===== src/rtl/title_text_buffer.sv =====
// Title glyph feeder: ASCII/edit stream -> twelve glyph ROM base addresses, committed at frame start.
// Latency: an accepted edit reaches charN on the first commit edge after acceptance (min 1 cycle).
// Backpressure: in_ready drops for the 12-cycle clear sweep; other commands are always accepted.
module title_text_buffer #(
    parameter int GLYPH_SHIFT = 3,
    parameter int BLANK_INDEX = 0
) (
    input  logic       clk,
    input  logic       rst_n,
    input  logic       in_valid,
    output logic       in_ready,
    input  logic [1:0] in_cmd,
    input  logic [7:0] in_ascii,
    input  logic       frame_start,
    output logic [8:0] char1,
    output logic [8:0] char2,
    output logic [8:0] char3,
    output logic [8:0] char4,
    output logic [8:0] char5,
    output logic [8:0] char6,
    output logic [8:0] char7,
    output logic [8:0] char8,
    output logic [8:0] char9,
    output logic [8:0] char10,
    output logic [8:0] char11,
    output logic [8:0] char12,
    output logic [3:0] cursor,
    output logic       full,
    output logic       busy
);

    localparam logic [0:0] ST_IDLE  = 1'b0;
    localparam logic [0:0] ST_CLEAR = 1'b1;
    localparam logic [8:0] BLANK_ADDR = 9'(BLANK_INDEX << GLYPH_SHIFT);

    logic [0:0] state;
    logic [3:0] cursor_q;
    logic [3:0] clr_idx;
    logic       busy_q;
    logic       dirty;
    logic [8:0] shadow [12];
    logic [8:0] disp   [12];
    logic [8:0] wr_addr;
    logic       accept;
    logic       commit;

    function automatic logic [8:0] glyph_addr(input logic [7:0] c);
        logic [8:0] idx;
        idx = 9'(BLANK_INDEX);
        if (c == 8'h20)                      idx = 9'd0;
        else if (c >= 8'h41 && c <= 8'h5a)   idx = 9'(c - 8'h40);
        else if (c >= 8'h61 && c <= 8'h7a)   idx = 9'(c - 8'h60);
        else if (c >= 8'h30 && c <= 8'h39)   idx = 9'(c - 8'h15);
        else if (c == 8'h23)                 idx = 9'd37;
        else if (c == 8'h2d)                 idx = 9'd38;
        else if (c == 8'h2e)                 idx = 9'd39;
        return 9'(idx << GLYPH_SHIFT);
    endfunction

    assign wr_addr  = glyph_addr(in_ascii);
    assign in_ready = (state == ST_IDLE);
    assign accept   = in_valid && in_ready;
    assign commit   = frame_start && (state == ST_IDLE) && dirty;
    assign cursor   = cursor_q;
    assign full     = (cursor_q == 4'd12);
    assign busy     = busy_q;

    always_ff @(posedge clk or negedge rst_n) begin
        if (!rst_n) begin
            state    <= ST_IDLE;
            cursor_q <= 4'd0;
            clr_idx  <= 4'd0;
            busy_q   <= 1'b0;
            dirty    <= 1'b0;
            for (int i = 0; i < 12; i++) begin
                shadow[i] <= BLANK_ADDR;
                disp[i]   <= BLANK_ADDR;
            end
        end else begin
            // Commit samples the pre-edit shadow; an edit on the same edge re-arms dirty below.
            if (commit) begin
                for (int i = 0; i < 12; i++) disp[i] <= shadow[i];
                dirty <= 1'b0;
            end
            case (state)
                ST_IDLE: begin
                    if (accept) begin
                        case (in_cmd)
                            2'b00: if (cursor_q < 4'd12) begin
                                shadow[cursor_q] <= wr_addr;
                                cursor_q         <= cursor_q + 4'd1;
                                dirty            <= 1'b1;
                            end
                            2'b01: if (cursor_q != 4'd0) begin
                                shadow[cursor_q - 4'd1] <= BLANK_ADDR;
                                cursor_q                <= cursor_q - 4'd1;
                                dirty                   <= 1'b1;
                            end
                            2'b10: begin
                                state    <= ST_CLEAR;
                                cursor_q <= 4'd0;
                                busy_q   <= 1'b1;
                                clr_idx  <= 4'd0;
                            end
                            default: ;
                        endcase
                    end
                end
                ST_CLEAR: begin
                    shadow[clr_idx] <= BLANK_ADDR;
                    if (clr_idx == 4'd11) begin
                        state  <= ST_IDLE;
                        busy_q <= 1'b0;
                        dirty  <= 1'b1;
                    end else begin
                        clr_idx <= clr_idx + 4'd1;
                    end
                end
                default: state <= ST_IDLE;
            endcase
        end
    end

    assign char1  = disp[0];
    assign char2  = disp[1];
    assign char3  = disp[2];
    assign char4  = disp[3];
    assign char5  = disp[4];
    assign char6  = disp[5];
    assign char7  = disp[6];
    assign char8  = disp[7];
    assign char9  = disp[8];
    assign char10 = disp[9];
    assign char11 = disp[10];
    assign char12 = disp[11];

endmodule


===== config.mk =====
export PLATFORM = sky130hd
export DESIGN_NAME = title_text_buffer
export DESIGN_NICKNAME = d
export VERILOG_FILES = /design/src/rtl/title_text_buffer.sv
export SDC_FILE = /design/constraint.sdc
export NUM_CORES = 1
export LEC_CHECK = 0
export CORE_MARGIN = 1.5
export CORE_UTILIZATION = 30
export DETAILED_ROUTE_END_ITERATION = 8
export PLACE_DENSITY = 0.56
export SYNTH_ARGS = -nofsm -noshare
export SYNTH_HDL_FRONTEND = slang
export SYNTH_SLANG_ARGS = --single-unit
export TNS_END_PERCENT = 30

===== constraint.sdc =====
create_clock -name clk -period 2.7 [get_ports clk]
set_input_delay 0.54 -clock clk [delete_from_list [all_inputs] [get_ports clk]]
set_output_delay 0.54 -clock clk [all_outputs]
set_load 0.01 [all_outputs]

# --- Yosys cells after proc, flatten, opt, wreduce, memory -nomap -nowiden ---
# Cells that the tools add are included.
classes:
  n_reduce_logical: 16
  div: 0
  magnitude_cmp: 13
  addsub: 6
  muxes: 41
  multipliers: 0
  bitwise: 8
  n_eq_ne: 17
  shift: 0
op_table:
  columns: ["operator", "count"]
  rows:
  - ["108-bit one-hot mux with 2 select lines", 2]
  - ["108-bit two-way mux", 3]
  - ["108-bit bitwise AND", 2]
  - ["108-bit inverter", 2]
  - ["108-bit bitwise mux", 1]
  - ["9-bit demux with 4-bit select", 3]
  - ["6-bit two-way mux", 7]
  - ["8-bit by 6-bit equality test with 1-bit output, second input constant", 4]
  - ["9-bit two-way mux", 3]
  - ["4-bit two-way mux", 5]
  - ["8-bit by 7-bit greater-or-equal comparator with 1-bit output, second input constant", 2]
  - ["8-bit by 7-bit <= comparator with 1-bit output, second input constant", 2]
  - ["5-bit greater-or-equal comparator, second input constant", 3]
  - ["5-bit by 1-bit < comparator with 1-bit output, second input constant", 3]
  - ["4-bit inverter with 5-bit output", 3]
  - ["4-bit one-hot mux with 3 select lines", 1]
  - ["1-bit two-way mux", 11]
  - ["1-bit logical AND", 9]
  - ["4-bit by 1-bit adder with 4-bit output, second input constant", 2]
  - ["4-bit equality test, second input constant", 2]
  - ["8-bit by 6-bit greater-or-equal comparator with 1-bit output, second input constant", 1]
  - ["8-bit by 6-bit <= comparator with 1-bit output, second input constant", 1]
  - ["1-bit one-hot mux with 2 select lines", 4]
  - ["4-bit one-hot mux with 2 select lines", 1]
  - ["other kinds (18)", 24]
totals:
  regBits: 227
  output_inout_bits: 115
  rom_bits: 0
  mem_count: 0
  mem_bits_rw: 0
  inputBits: 14
  latchBits: 0

# --- Depth between registers and ports, before layout ---
depth:
  word_depth: 13
  depth_mapped: 9
  depth_no_buf: 8

# --- Least setup slack after synthesis ---
# Ideal clock, no wire load.
synth_path:
  kind: "register to register"
  from: "register cursor_q[0] (netlist: cursor[0])"
  to: "register shadow[93] (netlist name)"
  arrival_ns: 2.240
  period_less_slack_ns: 2.361
  path_buffers: 0
  stages_incl_launch_ff: 8
  slack_ns: 0.339
  cell_sequence: "dfrtp_1 -> inv_1 -> ha_1 -> or2_0 -> o21a_1 -> or4b_1 -> a31o_2 -> a22o_1"
synth_via:
  elab_chain_len: 12
  elab_cells_between_ends: 26
  classes_between: "add/sub: 1; order compare: 5; eq/ne: 2; mux: 10; bitwise: 4; reduce/logical: 4"
synth_rtl:
  columns: ["element", "line_no", "rtl"]
  rows:
  - ["start: declaration", "37", "logic [3:0] cursor_q;"]
  - ["start signal: assignment", "91", "cursor_q <= cursor_q + 4'd1;"]
  - ["start signal: assignment", "96", "cursor_q <= cursor_q - 4'd1;"]
  - ["4-bit by 1-bit subtractor with 4-bit output", "95", "shadow[cursor_q - 4'd1] <= BLANK_ADDR;"]
  - ["4-bit inverter with 5-bit output (implied by the code)", "95", null]
  - ["5-bit greater-or-equal comparator (implied by the code) or 5-bit by 1-bit < comparator with 1-bit output (tied branches)", "95", null]
  - ["1-bit logical AND (implied by the code)", "95", null]
  - ["9-bit two-way mux (implied by the code)", "95", null]
  - ["9-bit demux with 4-bit select", "95", null]
  - ["108-bit inverter (no line)", null, null]
  - ["108-bit bitwise AND (no line)", null, null]
  - ["108-bit two-way mux", "94", "2'b01: if (cursor_q != 4'd0) begin"]
  - ["108-bit one-hot mux with 2 select lines", "88", "case (in_cmd)"]
  - ["108-bit two-way mux", "87", "if (accept) begin"]
  - ["108-bit one-hot mux with 2 select lines", "85", "case (state)"]
  - ["end signal: indexed assignment", "90", "shadow[cursor_q] <= wr_addr;"]
  - ["end: declaration", "41", "logic [8:0] shadow [12];"]
# Several ways; a longest one is shown, not always the timed one. The select of a mux whose other input is x is not followed.
# A chain may end at the register's enable or synchronous reset.

# --- Final worst setup path ---
layout_path:
  from: "register cursor_q[0] (netlist: cursor[0])"
  to: "output port full"
layout_via:
  elab_chain_len: 1
layout_rtl:
  columns: ["element", "line_no", "rtl"]
  rows:
  - ["4-bit equality test", "65", "assign full = (cursor_q == 4'd12);"]
  - ["end: declaration", "28", "output logic full,"]
# No other way between the ends.

==> out/summary.txt <==
CLOCK NETWORK
----------------------------------------------------------------------------------------------------
Count of clock tree sinks                                                                        227
TritonCTS clock tree                                                                            done
Clock-pin slew reported for the worst setup and hold paths after clock tree synthesis          60 ps
TritonCTS Buffers                                                                                 26
Clock Root Buffer                                                                          clkbuf_16
Number of buffers inserted to repair setup after CTS                                               0
H-tree levels                                                                                      1
Worst-Skew Late Latency                                                                       530 ps
Number of buffers on the longest clock path                                                        3

POWER
----------------------------------------------------------------------------------------------------
Peak ir drop on the vdd network                                                             0.518 mV
Power dissipated by switching net loads                                                      3150 uW
Pwr Total                                                                                   10200 uW
Part of the power in combinational logic                                                       0.256
Net switching fraction of the power                                                            0.310
Register share of total power                                                                  0.377
Static power due to leakage                                                               0.00600 uW
Share of total power in the clock network                                                      0.367
Internal portion of total power                                                              7010 uW
Power density over the cells                                                             794 nW/um^2

RUN
----------------------------------------------------------------------------------------------------
Number of maximum-capacitance constraint violations                                                0

TIMING
----------------------------------------------------------------------------------------------------
Crit share post-route                                                                          0.949
Finish-stage setup viols                                                                           0
Maximum frequency from static timing analysis                                              0.390 GHz
Final slew viol count                                                                              0
Clk_skew                                                                                     9.40 ps
Final critical-path required period                                                          2560 ps
Setup repair after global routing missed its margin                                               no
Total count of hold-check failures in the final report                                             0
Max-Slew Margin vs Limit                                                                       0.420
Worst slew pin tran                                                                           870 ps

SETUP PATH
----------------------------------------------------------------------------------------------------
Critical path start-end classification                                                       reg2out
Category of the worst setup path capture point                                          primary output
Required time of the critical path                                                           2160 ps
Maximum fanout encountered on the critical timing path                                            13
CP arrival                                                                                   2020 ps
Type of origin of the critical path                                                         register

DIE
----------------------------------------------------------------------------------------------------
Num ports                                                                                        129
Core area                                                                                 31500 um^2
Number of standard-cell rows in the floorplan                                                     65
Vertical extent of the die                                                                    182 um
Effective utilization at floorplan                                                             0.304
Die boundary width                                                                            182 um
Die Outline Area                                                                          33000 um^2

LOGIC SYNTHESIS
----------------------------------------------------------------------------------------------------
Sequential cell area fraction in the yosys report                                              0.593
Count of warnings emitted by yosys                                                                 0
Mean post-synth cell area                                                                  13.1 um^2
Most repeated cell in the gate-level netlist after synthesis                                 dfrtp_1
Area of the mapped netlist                                                                 9580 um^2
Netlist cell types                                                                                59
Cell count after synthesis                                                                       732
Top_reg_cell synth                                                                           dfrtp_1
Number of flops mapped to enable cells by yosys                                                    0
Most frequent cells after synthesis                                                     dfrtp_1, mux2_2, and2_1, a32o_1, nand2_1
Mapped Nets                                                                                      765
Synth area leader                                                                            dfrtp_1
Ranking of synthesized cells by area                                                    dfrtp_1, mux2_2, a32o_1
Share of the synthesized area in the top cell type                                             0.593
FF+latch count, synth                                                                            227
Share of flip-flops with an asynchronous set or reset                                           1.00

GLOBAL ROUTING
----------------------------------------------------------------------------------------------------
Maximum number of pins on one net before global-route repair                                      72
Wire length of the first global-routing pass                                                38800 um
Number of global-route vias before repair                                                       6639
GR Util All Layers                                                                             0.149
GRT Residual Overflow                                                                              0
Initial antenna violation count                                                                    0

DETAILED ROUTING
----------------------------------------------------------------------------------------------------
Via-per-instance ratio                                                                          4.93
DRC violation total after the first TritonRoute iteration                                        336
Final routed wire length divided by cell count                                               18.4 um
Post-route DRC violation count                                                                     0
Detail Route Antenna Nets                                                                          0
Count of vias placed by the detailed router                                                     6578
Iteration count of the initial detailed-routing pass                                               4
Wirelength, routed                                                                          24500 um

FINISH
----------------------------------------------------------------------------------------------------
Non-filler cells, final                                                                         1333
Ratio of cells with drive above 1 in the final layout                                          0.261
Final net count                                                                                  944
Layout overhead on the synthesized area                                                        33.6%
# diodes                                                                                           0

PLACED DESIGN
----------------------------------------------------------------------------------------------------
Final RePlAce weighted congestion                                                              0.870
HPWL after detailed placement                                                               16800 um
Instance count after placement with tap cells included                                          1284
Port bufs                                                                                        128

HOLD PATH
----------------------------------------------------------------------------------------------------
Worst hold path type                                                                         reg2reg

STATUS
----------------------------------------------------------------------------------------------------
Status                                                                                  complete, no violations

==> layout make-up <==
class / instances / area (um^2)
flip-flops and latches: 227 / 5680
repair buffers: 197 / 1970
multi-input cells: 446 / 3680
fillers: 2952 / 18700
inverters: 13 / 48.8
well taps: 402 / 503
clock buffers: 35 / 734
clock inverters: 13 / 185
==> cells in the final DEF (no fill, tap or decap), drive strengths merged, types with 3 or more instances in the layout <==
cell             n
a21o             4
a21oi           17
a22o            28
a31o             3
a31oi            4
a32o            34
and2            38
and3            13
buf             69
bufinv           4
clkbuf          35
clkdlybuf4s50  127
clkinv           6
dfrtp          227
ha              19
inv             14
mux2           110
mux2i            3
nand2           32
nand2b           3
nand3           21
nand3b           4
nand4            4
nor2            21
nor3            14
nor3b            5
o21a             5
o21ai           22
o22ai            3
o2bb2ai          4
o31ai            5
o32ai            3
or2              4
or4b             3
==> power by group through the flow <==
stage          combinational (uW)  sequential [uW]  clock, uW
6_report                     2600             3830       3730
5_1_grt                      2820             3860       3990
4_1_cts                      2620             3830       3840
3_5_place_dp                 2580             3890          0
3_3_place_gp                 2570             3890          0
2_1_floorplan                1410             3900          0
==> flip-flops by register name (all words and copies together) (netlist names) <==
name	flops
shadow	108
char10	9
char11	9
char12	9
char1	9
char2	9
char3	9
char4	9
char5	9
char6	9
char7	9
char8	9
char9	9
clr_idx	4
cursor	4
busy	1
dirty	1
state	1
==> per-layer routing <==
metal,GRT usage,vias to the layer above,share of wire
li1,-,3034,-
met1,0.207,3358,0.47
met2,0.234,154,0.46
met3,0.0373,32,0.058
met4,0.0317,0,0.016
met5,0,-,0
==> critical path, stage by stage, from the launching register on <==
cell and delay [ps]:
dfrtp_1 390, inv_2 120, ha_4 240, and3_1 200, clkdlybuf4s50_1 540
==> what timing repair did <==
item / CTS / global route
resized for setup: 2 / 1
setup endpoints to repair: 1 / 1
hold endpoints to repair: 18 / 0
hold buffers: 1 / 0
==> worst paths after layout <==
check	start	end	slack (ps)	cells after the start
worst min register to register	shadow[45]	shadow[45]	480	1
worst min-delay path	shadow[45]	shadow[45]	480	1
worst max register to register	cursor[3]	shadow[66]	420	5
worst max-delay path	cursor[0]	full	140	4
min in group asynchronous	rst_n	char10[2]	560	2
max in group asynchronous	rst_n	shadow[48]	1430	3
==> logic make-up after synthesis <==
group,count (synthesis),synth area share
simple gates,172,0.103
fa+ha+maj,19,0.0248
xor+xnor,2,0.00183
compound gates,140,0.119
buf+inv,59,0.0264
flops,227,0.593
mux,113,0.132
==> stage by stage <==
step,TNS [ps],util,area [um^2],setup slack (ps),hold WS [ps]
final,0,0.407,12800,139,478
after global routing,0,0.407,12800,40.8,495
after CTS,0,0.407,12800,11.6,484
after detailed placement,-10720,0.377,11900,-221,467
after global placement,-5900,0.377,11900,-170,464
after floorplan,0,-,9580,339,244
(Power assumes the default switching activity.)
